`src/rtl/dmem_pkg.sv`:
```
// Shared types and helpers for the data-memory responder and its storage array.
package dmem_pkg;

   typedef enum logic [1:0] {
      IDLE = 2'd0,
      WAIT = 2'd1,
      RESP = 2'd2
   } dmem_state_e;

   localparam int DMEM_WORD_W = 32;
   localparam int DMEM_BE_W   = 4;

   // Expands per-byte enables into a bit mask over the full word.
   function automatic logic [DMEM_WORD_W-1:0] be_mask(input logic [DMEM_BE_W-1:0] be);
      logic [DMEM_WORD_W-1:0] m;
      m = '0;
      for (int i = 0; i < DMEM_BE_W; i++) begin
         m[8*i +: 8] = {8{be[i]}};
      end
      return m;
   endfunction

endpackage

```
`src/rtl/dmem_array.sv`:
```
// Word-organised data RAM: one synchronous masked write port, one combinational read port.
module dmem_array
   import dmem_pkg::*;
#(
   parameter int DEPTH_WORDS = 64
) (
   input  logic                           clk,
   input  logic                           wr_en,
   input  logic [$clog2(DEPTH_WORDS)-1:0] wr_idx,
   input  logic [DMEM_WORD_W-1:0]         wr_data,
   input  logic [DMEM_WORD_W-1:0]         wr_mask,
   input  logic [$clog2(DEPTH_WORDS)-1:0] rd_idx,
   output logic [DMEM_WORD_W-1:0]         rd_data
);

   logic [DMEM_WORD_W-1:0] ram_memory [DEPTH_WORDS];

   // Contents survive reset on purpose, so no reset term here.
   always_ff @(posedge clk) begin
      if (wr_en) begin
         ram_memory[wr_idx] <= (ram_memory[wr_idx] & ~wr_mask) | (wr_data & wr_mask);
      end
   end

   assign rd_data = ram_memory[rd_idx];

endmodule

```
`src/rtl/data_mem_responder.sv`:
```
// Load/store responder with LATENCY wait states in front of dmem_array.
// Optional DMEM_ERR_EN adds range/alignment fault reporting on resp_err.
module data_mem_responder
   import dmem_pkg::*;
#(
   parameter int DEPTH_WORDS = 64,
   parameter int LATENCY     = 2
) (
   input  logic                   clk,
   input  logic                   rst_n,
   input  logic                   req_valid,
   output logic                   req_ready,
   input  logic                   req_we,
   input  logic [31:0]            req_addr,
   input  logic [DMEM_WORD_W-1:0] req_wdata,
   input  logic [DMEM_BE_W-1:0]   req_be,
   output logic                   resp_valid,
   input  logic                   resp_ready,
   output logic [DMEM_WORD_W-1:0] resp_rdata,
   output logic                   resp_err
);

   localparam int AW = $clog2(DEPTH_WORDS);
   localparam logic [3:0] LAT_INIT = 4'(LATENCY);

   dmem_state_e            state_q, state_d;
   logic [3:0]             cnt_q, cnt_d;
   logic                   we_q, we_d;
   logic [31:0]            addr_q, addr_d;
   logic [DMEM_WORD_W-1:0] wdata_q, wdata_d;
   logic [DMEM_BE_W-1:0]   be_q, be_d;
   logic                   req_ready_q, req_ready_d;
   logic                   resp_valid_q, resp_valid_d;
   logic [DMEM_WORD_W-1:0] resp_rdata_q, resp_rdata_d;
   logic                   resp_err_q, resp_err_d;

   logic                   mem_we;
   logic [AW-1:0]          word_idx;
   logic [DMEM_WORD_W-1:0] mem_rdata;
   logic                   access_err;

   assign word_idx = addr_q[AW+1:2];

`ifdef DMEM_ERR_EN
   always_comb begin
      access_err = (|addr_q[31:AW+2])
                 | ((be_q == 4'b1111) && (addr_q[1:0] != 2'b00))
                 | (((be_q == 4'b0011) || (be_q == 4'b1100)) && addr_q[0]);
   end
`else
   logic unused_addr_bits;
   assign unused_addr_bits = ^{addr_q[31:AW+2], addr_q[1:0]};
   assign access_err = 1'b0;
`endif

   always_comb begin
      state_d      = state_q;
      cnt_d        = cnt_q;
      we_d         = we_q;
      addr_d       = addr_q;
      wdata_d      = wdata_q;
      be_d         = be_q;
      req_ready_d  = req_ready_q;
      resp_valid_d = resp_valid_q;
      resp_rdata_d = resp_rdata_q;
      resp_err_d   = resp_err_q;
      mem_we       = 1'b0;
      case (state_q)
         IDLE: begin
            if (req_valid && req_ready_q) begin
               we_d        = req_we;
               addr_d      = req_addr;
               wdata_d     = req_wdata;
               be_d        = req_be;
               cnt_d       = LAT_INIT;
               req_ready_d = 1'b0;
               state_d     = WAIT;
            end
         end
         WAIT: begin
            // Counter reaching zero marks the edge that commits the access.
            if (cnt_q == 4'd0) begin
               mem_we       = we_q && !access_err;
               resp_rdata_d = (we_q || access_err) ? '0 : mem_rdata;
               resp_err_d   = access_err;
               resp_valid_d = 1'b1;
               state_d      = RESP;
            end else begin
               cnt_d = cnt_q - 4'd1;
            end
         end
         RESP: begin
            if (resp_ready) begin
               resp_valid_d = 1'b0;
               resp_err_d   = 1'b0;
               req_ready_d  = 1'b1;
               state_d      = IDLE;
            end
         end
         default: begin
            state_d      = IDLE;
            req_ready_d  = 1'b1;
            resp_valid_d = 1'b0;
         end
      endcase
   end

   always_ff @(posedge clk or negedge rst_n) begin
      if (!rst_n) begin
         state_q      <= IDLE;
         cnt_q        <= '0;
         we_q         <= 1'b0;
         addr_q       <= '0;
         wdata_q      <= '0;
         be_q         <= '0;
         req_ready_q  <= 1'b1;
         resp_valid_q <= 1'b0;
         resp_rdata_q <= '0;
         resp_err_q   <= 1'b0;
      end else begin
         state_q      <= state_d;
         cnt_q        <= cnt_d;
         we_q         <= we_d;
         addr_q       <= addr_d;
         wdata_q      <= wdata_d;
         be_q         <= be_d;
         req_ready_q  <= req_ready_d;
         resp_valid_q <= resp_valid_d;
         resp_rdata_q <= resp_rdata_d;
         resp_err_q   <= resp_err_d;
      end
   end

   dmem_array #(
      .DEPTH_WORDS (DEPTH_WORDS)
   ) u_array (
      .clk     (clk),
      .wr_en   (mem_we),
      .wr_idx  (word_idx),
      .wr_data (wdata_q),
      .wr_mask (be_mask(be_q)),
      .rd_idx  (word_idx),
      .rd_data (mem_rdata)
   );

   assign req_ready  = req_ready_q;
   assign resp_valid = resp_valid_q;
   assign resp_rdata = resp_rdata_q;
   assign resp_err   = resp_err_q;

endmodule

```
`config.mk`:
```
export PLATFORM = sky130hd
export DESIGN_NAME = data_mem_responder
export DESIGN_NICKNAME = d
export VERILOG_FILES = /design/src/rtl/dmem_pkg.sv /design/src/rtl/dmem_array.sv /design/src/rtl/data_mem_responder.sv
export SDC_FILE = /design/constraint.sdc
export NUM_CORES = 2
export LEC_CHECK = 0
export BUFFER_PORTS_ARGS = -buffer_cell sky130_fd_sc_hd__buf_2
export CAP_MARGIN = 20
export CORE_AREA = 2 2 486 488
export DETAILED_ROUTE_END_ITERATION = 10
export DIE_AREA = 0 0 488 490
export PLACE_DENSITY = 0.51
export SYNTH_ARGS = -nofsm -noshare
export SYNTH_HDL_FRONTEND = slang
export SYNTH_SLANG_ARGS = --single-unit
```
`constraint.sdc`:
```
create_clock -name clk -period 14.6 [get_ports clk]
set_input_delay 3.65 -clock clk [delete_from_list [all_inputs] [get_ports clk]]
set_output_delay 3.65 -clock clk [all_outputs]
set_load 0.02 [all_outputs]
```
==> qor.txt <==
Placer Congestion: 0.823
Fraction of layout cells with a size suffix above 1: 17.1%
Slowest Stage Delay on Critical Path: 0.96 ns
Tmin final: 6.81 ns
Starting Density: 34.8%
Syn Nets: 4840
Cts bufs inserted: 217
Top cell type's share of synthesized area: 75.5%
Clk buf depth: 3
Initial antenna violation count: 17
Crit start category: register
Endpoints failing hold: 0
Port Buffers: 80
Synth Register Bits: 2131
Layout Nets: 5004
Count of final setup violators: 0
Reg area: 63600 µm²
Hold buffers post-CTS: 0
Status: complete, no violations
Commonest non-fill, non-tap cell in the layout: edfxtp_1
Asr flop ratio synth: 3.89%
Mean Syn Cell Area: 17.1 µm²
Number of global-route vias before repair: 46600
Largest cells by area after synthesis: edfxtp_1 75%, a22oi_1 4.4%, dfrtp_1 2.5%
Most used DFF post-synth: edfxtp_1
VDD IR max: 0.207 mV
Number of synthesized flops with an enable pin: 2048
Final Hold Slack: 0.474 ns
Wire per inst: 37.2 µm
Total clock sinks: 2131
Filler instances: 21100
Syn Inst Count: 4765
Pint: 14300 µW
Post-route ant nets: 0
Ratio of final minimum period to clock period: 46.7%
CTS tree: built
DR iter-0 viols: 7825
Maxcap violations: 0
Largest net degree at the start of global routing: 100
Clk slew on worst S/H paths: 0.06 ns
Met3 routed WL: 32.4 mm
Slowest stage cell, crit path: nor4_1
Via/cell ratio: 6.12
Levels on crit path: 14
Slew HR: 18.3%
Multi-input gate area in the final layout: 17000 µm²
Clock tree root driver cell: clkbuf_16
Worst EP required: 15.08 ns
First-pass GRT wire length: 412 mm
Area Growth Syn to Fin: 15.2%
CTS resizes: 0
Fmax: 147 MHz
H-tree depth: 4
Mapped cell area: 81500 µm²
Clk Latency, worst-skew pair: 0.89 ns
Die width: 488 µm
Buf/Inv on CP: 7
Max-slew violations: 0
GRT Total Usage: 25.0%
Crit path top cell by count: buf_4
Via Count: 50500
Net Sw Frac: 39.3%
WP data arrival: 7.30 ns
Setup TNS: 0 ns
Most frequent cells in the layout: 2048 x edfxtp_1, 478 x a22oi_1, 217 x clkbuf_16, 204 x buf_4, 193 x o22ai_1
Die Area: 239000 µm²
Metal-1 WL: 124 mm
Clock share of power: 23.5%
Highest routed metal layer: met5
Switching power: 9250 µW
Total setup buffers inserted after CTS: 0
Die height: 490 µm
Cells on worst reg2reg path: 14
First-pass DRT Iterations: 7
Unrepaired setup endpoints after global routing: false
DP HPWL: 172 mm
Power Dens Cells: 251 nW/µm²
Crit end category: register
Register area share after synthesis: 78.0%
Total congestion overflow: 0
Worst-path cell chain: buf_4, buf_4, nor2b_4, buf_4, buf_4, buf_4, a22oi_1, o22ai_1, nor4_1, nand4b_1, nor4_1, buf_4, mux2i_4, buf_4
Yosys top cell by area: edfxtp_1
Core ar.: 234000 µm²
Sequential Power Share: 40.0%
I/O pins: 108
CP max FO: 64
Met2 wire len: 140 mm
Comb pwr share: 36.5%
Hold depth: 2
Delay-heaviest family, CP: buffers and inverters
Worst clock skew: 0.0527 ns
Detailed Route WL: 307 mm
Remaining DRCs: 0
Synth Warn #: 0
Leak: 0.0294 µW
Slew @ Worst Pin: 1.22 ns
Worst Setup Path Type: reg -> reg
Row count: 178
Hold Path Class: reg -> reg
Synth cell types: 69
## tightest hold or removal path, cell delays in order, from the launching register on
cell and delay, ns:
dfrtp_1 0.34, nand2_1 0.05, nand2_1 0.05
## per-layer routing
metal,global-route usage [%],up-vias
li1,-,20000
met1,35.2,26700
met2,38.5,3220
met3,5.06,538
met4,8.56,8
met5,0,-
## registers in the layout, indices dropped and copies added (netlist names)
name / cells
u_array.ram_memory: 2048
resp_rdata: 32
wdata_q: 32
addr_q: 6
be_q: 4
cnt_q: 4
state_q: 2
req_ready: 1
resp_valid: 1
we_q: 1
## logic make-up after synthesis
| family | Yosys count | synth area share, % |
|---|---|---|
| compound gates | 1415 | 12.5 |
| fa+ha+maj | 2 | 0.0307 |
| buf+inv | 373 | 2.12 |
| flops | 2131 | 78.0 |
| mux | 311 | 4.24 |
| other cells | 1 | 0.00460 |
| simple gates | 532 | 3.12 |
## metrics by stage
stage / instance area, µm² / power, µW / utilization [%] / cells / worst slack (ns)
after global routing: 93800 / 24100 / 40.1 / 8250 / 7.69
final: 93800 / 23500 / 40.1 / 8253 / 7.79
after detailed placement: 86700 / 17800 / 37.0 / 7851 / 7.96
after CTS: 93700 / 23200 / 40.0 / 8240 / 7.92
after floorplan: 81500 / 13700 / - / 4765 / 9.66
after global placement: 86700 / 17600 / 37.0 / 7847 / 7.96
## layout make-up
cell class | instances | share of cell area [%]
multi-input combinational | 2261 | 18.1
sequential | 2131 | 67.8
clock buffer | 252 | 5.93
inverter | 16 | 0.0747
antenna | 4 | 0.0107
timing repair buffer | 302 | 2.42
tap | 3150 | 4.20
clock inverter | 137 | 1.49
## worst paths after layout
| kind | to | slack, ns | startpoint |
|---|---|---|---|
| setup / recovery | u_array.ram_memory[58][9] | 7.79 | addr_q[4] |
| hold / removal | resp_valid | 0.47 | resp_valid |
| setup reg to reg | u_array.ram_memory[58][9] | 7.79 | addr_q[4] |
| hold reg to reg | resp_valid | 0.47 | resp_valid |
| max in group asynchronous | addr_q[4] | 10.67 | rst_n |
| min in group asynchronous | resp_rdata[4] | 2.68 | rst_n |
## synthesized netlist by cell type (all sizes together) (82+ instances only)
cell type	number
edfxtp	2048
a22oi	478
buf	231
o22ai	193
nor2	171
o21ai	170
a221oi	163
mux2i	157
nand2	145
mux2	141
a21oi	139
clkbuf	126
dfrtp	82
## power groups by stage
stage,sequential (µW),combinational [µW],clock [µW]
after floorplan,9550,4150,0
after global placement,9560,8070,0
after detailed placement,9560,8220,0
after CTS,9430,8240,5570
after global routing,9430,8850,5800
final,9420,8580,5530
(Power assumes the default switching activity.)
